<file path="src/rtl/cpu_sequencer_pkg.sv">
// Shared types and constants for the multi-cycle MIPS control sequencer.
// - state_t   : sequencer state encoding (also visible on the debug port)
// - W_MEM_CMD : width of the data-memory command bus
// - MEM_*     : data-memory command codes (MEM_NOP means "no access")
`timescale 1ns/1ps
package cpu_sequencer_pkg;

    localparam int W_MEM_CMD = 2;

    localparam logic [W_MEM_CMD-1:0] MEM_NOP = 2'd0;
    localparam logic [W_MEM_CMD-1:0] MEM_LW  = 2'd1;
    localparam logic [W_MEM_CMD-1:0] MEM_SW  = 2'd2;

    typedef enum logic [2:0] {
        S_IDLE   = 3'd0,
        S_FETCH  = 3'd1,
        S_DECODE = 3'd2,
        S_EXEC   = 3'd3,
        S_MEM    = 3'd4,
        S_WB     = 3'd5,
        S_HALT   = 3'd6
    } state_t;

endpackage

</file>
<file path="src/rtl/cpu_sequencer_fetch_timer.sv">
// Fetch wait counter.
// Ports:
//   clk, rst_n  : clock, asynchronous active-low reset
//   i_clear     : zero the counter (takes priority over i_enable)
//   i_enable    : count one more wait cycle
//   o_expired   : this wait cycle is the FETCH_TIMEOUT-th one
`timescale 1ns/1ps
module seq_fetch_timer #(
    parameter int FETCH_TIMEOUT = 255
) (
    input  logic clk,
    input  logic rst_n,
    input  logic i_clear,
    input  logic i_enable,
    output logic o_expired
);

    localparam int CW = $clog2(FETCH_TIMEOUT + 1);
    // The counter holds completed waits, so the current wait is number r_cnt+1.
    localparam logic [CW-1:0] LAST_WAIT = CW'(FETCH_TIMEOUT - 1);

    logic [CW-1:0] r_cnt;

    always_ff @(posedge clk or negedge rst_n) begin
        if (!rst_n) begin
            r_cnt <= '0;
        end else if (i_clear) begin
            r_cnt <= '0;
        end else if (i_enable) begin
            r_cnt <= r_cnt + CW'(1);
        end
    end

    assign o_expired = i_enable && (r_cnt == LAST_WAIT);

endmodule

</file>
<file path="src/rtl/cpu_sequencer.sv">
// Multi-cycle control sequencer for the MIPS datapath:
// FETCH -> DECODE -> EXEC -> [MEM] -> WB, holding the instruction register,
// running the imem/dmem req/ready handshakes and committing each instruction
// exactly once (single reg_wen / pc_wen pulse in WB).
// Ports:
//   clk, rst_n                      : clock, asynchronous active-low reset
//   imem_req/imem_ready/imem_rdata  : instruction fetch handshake
//   ir                              : latched instruction to DECODE
//   dec_mem_cmd/dec_reg_wen/dec_syscall : DECODE results for ir
//   exit_req                        : $v0 holds the exit code
//   dmem_req/dmem_cmd/dmem_ready    : data memory handshake
//   reg_wen, pc_wen                 : commit strobes
//   retired                         : retired-instruction count (wraps)
//   halted, fault                   : sticky halt / fetch-timeout flags
//   state                           : current state, debug only
`timescale 1ns/1ps
module cpu_sequencer
    import cpu_sequencer_pkg::*;
#(
    parameter int W_INST        = 32,
    parameter int W_CNT         = 32,
    parameter int FETCH_TIMEOUT = 255
) (
    input  logic                 clk,
    input  logic                 rst_n,
    output logic                 imem_req,
    input  logic                 imem_ready,
    input  logic [W_INST-1:0]    imem_rdata,
    output logic [W_INST-1:0]    ir,
    input  logic [W_MEM_CMD-1:0] dec_mem_cmd,
    input  logic                 dec_reg_wen,
    input  logic                 dec_syscall,
    input  logic                 exit_req,
    output logic                 dmem_req,
    output logic [W_MEM_CMD-1:0] dmem_cmd,
    input  logic                 dmem_ready,
    output logic                 reg_wen,
    output logic                 pc_wen,
    output logic [W_CNT-1:0]     retired,
    output logic                 halted,
    output logic                 fault,
    output logic [2:0]           state
);

    state_t               r_state;
    logic [W_INST-1:0]    r_ir;
    logic [W_CNT-1:0]     r_retired;
    logic [W_MEM_CMD-1:0] r_dmem_cmd;
    logic                 r_fault;

    logic w_fetch_wait;
    logic w_timer_clear;
    logic w_timeout;

    // Any cycle outside FETCH, or a successful fetch, restarts the wait count.
    assign w_fetch_wait  = (r_state == S_FETCH) && !imem_ready;
    assign w_timer_clear = (r_state != S_FETCH) || imem_ready;

    seq_fetch_timer #(
        .FETCH_TIMEOUT (FETCH_TIMEOUT)
    ) u_fetch_timer (
        .clk       (clk),
        .rst_n     (rst_n),
        .i_clear   (w_timer_clear),
        .i_enable  (w_fetch_wait),
        .o_expired (w_timeout)
    );

    always_ff @(posedge clk or negedge rst_n) begin
        if (!rst_n) begin
            r_state    <= S_IDLE;
            r_ir       <= '0;
            r_retired  <= '0;
            r_dmem_cmd <= MEM_NOP;
            r_fault    <= 1'b0;
        end else begin
            case (r_state)
                S_IDLE: begin
                    r_state <= S_FETCH;
                end
                S_FETCH: begin
                    // A ready arriving on the last allowed wait cycle wins.
                    if (imem_ready) begin
                        r_ir    <= imem_rdata;
                        r_state <= S_DECODE;
                    end else if (w_timeout) begin
                        r_fault <= 1'b1;
                        r_state <= S_HALT;
                    end
                end
                S_DECODE: begin
                    r_state <= S_EXEC;
                end
                S_EXEC: begin
                    // A syscall without the exit code falls through as a NOP-class op.
                    if (dec_syscall && exit_req) begin
                        r_state <= S_HALT;
                    end else if (dec_mem_cmd == MEM_NOP) begin
                        r_state <= S_WB;
                    end else begin
                        r_dmem_cmd <= dec_mem_cmd;
                        r_state    <= S_MEM;
                    end
                end
                S_MEM: begin
                    if (dmem_ready) begin
                        r_dmem_cmd <= MEM_NOP;
                        r_state    <= S_WB;
                    end
                end
                S_WB: begin
                    r_retired <= r_retired + W_CNT'(1);
                    r_state   <= S_FETCH;
                end
                S_HALT: begin
                    r_state <= S_HALT;
                end
                default: begin
                    // Unreachable encoding: park safely and flag it.
                    r_fault    <= 1'b1;
                    r_dmem_cmd <= MEM_NOP;
                    r_state    <= S_HALT;
                end
            endcase
        end
    end

    // Moore decodes; they drop as soon as reset forces r_state to S_IDLE.
    assign imem_req = (r_state == S_FETCH);
    assign dmem_req = (r_state == S_MEM);
    assign reg_wen  = (r_state == S_WB) && dec_reg_wen;
    assign pc_wen   = (r_state == S_WB);
    assign halted   = (r_state == S_HALT);
    assign fault    = r_fault;
    assign dmem_cmd = r_dmem_cmd;
    assign ir       = r_ir;
    assign retired  = r_retired;
    assign state    = r_state;

endmodule

</file>
<file path="config.mk">
export PLATFORM = sky130hd
export DESIGN_NAME = cpu_sequencer
export DESIGN_NICKNAME = d
export VERILOG_FILES = /design/src/rtl/cpu_sequencer_pkg.sv /design/src/rtl/cpu_sequencer_fetch_timer.sv /design/src/rtl/cpu_sequencer.sv
export SDC_FILE = /design/constraint.sdc
export NUM_CORES = 1
export LEC_CHECK = 0
export ABC_AREA = 1
export ABC_CLOCK_PERIOD_IN_PS = 1500
export CORE_MARGIN = 5
export CORE_UTILIZATION = 43
export CTS_CLUSTER_DIAMETER = 60
export DETAILED_ROUTE_END_ITERATION = 8
export GPL_ROUTABILITY_DRIVEN = 0
export PLACE_DENSITY = 0.77
export SLEW_MARGIN = 5
export SYNTH_ARGS = -nofsm -noshare
export SYNTH_HDL_FRONTEND = slang
export SYNTH_SLANG_ARGS = --single-unit
</file>
<file path="constraint.sdc">
create_clock -name clk -period 1.5 [get_ports clk]
set_clock_uncertainty 0.1 [all_clocks]
set_input_delay 0.3 -clock clk [delete_from_list [all_inputs] [get_ports clk]]
set_output_delay 0.3 -clock clk [all_outputs]
set_load 0.02 [all_outputs]
</file>
==> flow_metrics.tcl <==
set metrics [dict create \
    drc 0 \
    synth.yosys.seq_area_share_pct 51.3 \
    setup_ws_ps -192 \
    crit_slowest_cell "dfrtp_2" \
    p_leak_nw 3.01 \
    final_common_cell "nand2_1" \
    vias 3748 \
    root_buffer "clkbuf_8" \
    cts_buffers 9 \
    rsz0062_at_grt "true" \
    io_pins 116 \
    core_sq_um 8680 \
    synth_area_sq_um 3810 \
    hold_slack_ps 291 \
    place_worst_setup_slack_ps -390 \
    syn_area_per_cell_sq_um 8.40 \
    routed_via_density 5.04 \
    clk_latency_ps 350 \
    placed_cells 700 \
    critPathMaxStageDelay_ps 440 \
    tightest_slew_ps 474 \
    dp.final_hpwl_um 7100 \
    timing.setup.tns_ps -2400 \
    area_growth_pct 58.4 \
    drive_above_1_share_pct 29.3 \
    drt-wirelength-per-cell_um 14.5 \
    clk_pin_slew_worst_paths_ps 90 \
    nFillCells 664 \
    synthCells 453 \
    grt_pass1_wl_um 17800 \
    cts_buffer_depth 2 \
    instances_no_fill 743 \
    layout.nets 674 \
    cp-end-kind "output port" \
    worstPathRequired_ps 1100 \
    pwr-share-seq_pct 35.4 \
    multi_input_area_sq_um 1880 \
    power.internal_mw 5.28 \
    cts_max_level 3 \
    ys_ff_latch 78 \
    worstPathArrival_ps 1290 \
    timing.final.crit_share_pct 113 \
    synth_warnings 0 \
    firstDrtPassIters 4 \
    worstSetupStartpointType "flip-flop" \
    power.switching_mw 3.27 \
    drt-total-wl_um 10800 \
    comb_power_share_pct 44.0 \
    dieArea_sq_um 10800 \
    yosys.cell_types.count 29 \
    cp_num_buf_inv 3 \
    status "finished with violations" \
    path_cells "buf_6 > nand3_4 > clkinvlp_4 > buf_6" \
    setup-violations-final 27 \
    antenna_found_initial 0 \
    die_h_um 104 \
    cts.sinks 78 \
    io_buffers 115 \
    syn-num-nets 497 \
    p_clk_share_pct 20.6 \
    overflow 0 \
    final_area_sq_um 6030 \
    maxSlewHeadroom_pct 68.3 \
    swShare_pct 38.2 \
    fmax_mhz 591 \
    violations "negative setup slack" \
    min_path_type "in2async" \
    power_density_nw_per_um2 1420 \
    critPathTopFamily "flip-flops" \
    drt-initial-drc-count 185 \
    dpl-instance-area_sq_um 5340 \
    grt_start_max_net_pins 36 \
    track_usage_pct 19.8 \
    die_w_um 104 \
    maxCapViolations 0 \
    ant_nets 0 \
    seq_area_sq_um 1970 \
    initial_core_util_pct 43.9 \
    path_common_cell "buf_6" \
    drv_slew 0 \
    timing_hold_violations_final 0 \
    critical_path_class "reg2out" \
    row_count 34 \
    worstPathMaxFanout 3 \
    mostFrequentLayoutCells "nand2_1 (132), dfrtp_1 (65), nand3_1 (47), buf_4 (47), inv_1 (40)" \
    ir_worst_vdd_mv 1.11 \
    cts_tree "done" \
    grt_pass1_vias 3804 \
    insertedDiodeCount 0 \
    fin_crit_ps 1690 \
]
-- layer usage --
metal,vias to the layer above,track usage (%),routed length (um)
met5,-,0,0
met4,0,9.16,309
met3,31,6.46,856
met2,151,32.4,5360
met1,1771,23.6,4250
li1,1795,-,-
-- final timing paths --
kind                            slack (ps)     start  cells past startpoint     endpoint
worst max register to register        -170  state[1]                     10  retired[22]
max in group asynchronous              520     rst_n                      3     state[0]
min in group clk                       370     ir[6]                      2        ir[6]
worst min register to register         370     ir[6]                      2        ir[6]
worst min-delay path                   290     rst_n                      2   retired[7]
worst max-delay path                  -190  state[0]                      4       pc_wen
-- logic make-up after synthesis --
logic type	share of synthesized area [%]
compound gates	2.50
xor+xnor	4.37
fa+ha+maj	0.986
buf+inv	6.84
flops	51.3
simple gates	34.0
-- Yosys cell counts --
cell      instances  area (sq um)
o21ai_1           1          5.00
nor3_1            8          40.0
ha_1              3          37.5
a21oi_1           6          30.0
dfrtp_1          78          1950
o22ai_1           1          6.26
nand3_2           3          30.0
a31oi_1           1          6.26
nand3b_1          4          30.0
nor2_8            1          20.0
nand3_4           1          17.5
buf_4             4          30.0
nor2_1           37           139
nor2_2            5          31.3
nand2_2           4          25.0
nor2_4            6          67.6
nand2_1         142           533
nand4_1          12          75.1
o21bai_1          1          7.51
inv_1            42           158
xor2_1           10          87.6
xnor2_1           9          78.8
o21ai_0           8          40.0
nand3_1          53           265
clkinv_2          1          5.00
nand2_4           2          22.5
buf_6             4          45.0
clkbuf_1          4          15.0
inv_2             2          7.51
-- worst register-to-register path: stages, from the launching register on --
cell	delay (ps)
dfrtp_2	440
inv_4	90
nand3_4	110
buf_12	160
nor2_4	150
nand2_4	120
nor2_8	170
nand2_2	70
nand2_1	70
inv_1	40
nor2_1	80
-- registers in the layout, indices dropped and copies added, names as in the netlist --
name	count
ir	32
dmem_cmd	2
state	3
retired	32
fault	1
u_fetch_timer.r_cnt	8
-- power by group through the flow --
stage / sequential, mW / combinational (mW) / clock (mW)
after detailed placement: 3.02 / 3.51 / 0
after global routing: 3.11 / 4.08 / 1.89
final: 3.03 / 3.76 / 1.76
after global placement: 3.02 / 3.44 / 0
after floorplan: 3.64 / 1.19 / 0
after CTS: 3.00 / 3.59 / 1.80
-- final cells by class --
type,instances,share of cell area [%]
clock buffers,10,2.28
multi-input cells,320,31.1
well taps,108,2.24
repair buffers,176,27.4
clock inverters,6,1.41
inverters,45,2.93
flip-flops and latches,78,32.6
-- timing repair --
action                                  4_1_cts  5_1_grt
setup buffers                                13       14
resized for setup                           195       76
pin swaps                                    10       16
cloned                                        2        0
hold buffers                                  1        0
endpoints found under the hold margin        20        0
endpoints found under the setup margin      127      119
-- per-stage QoR --
stage               utilization [%]  power [mW]
floorplan                         -        4.84
global placement               61.5        6.46
detailed placement             61.5        6.53
CTS                            67.1        8.39
global route                   69.5        9.07
finish                         69.5        8.55
(Power assumes the default switching activity.)
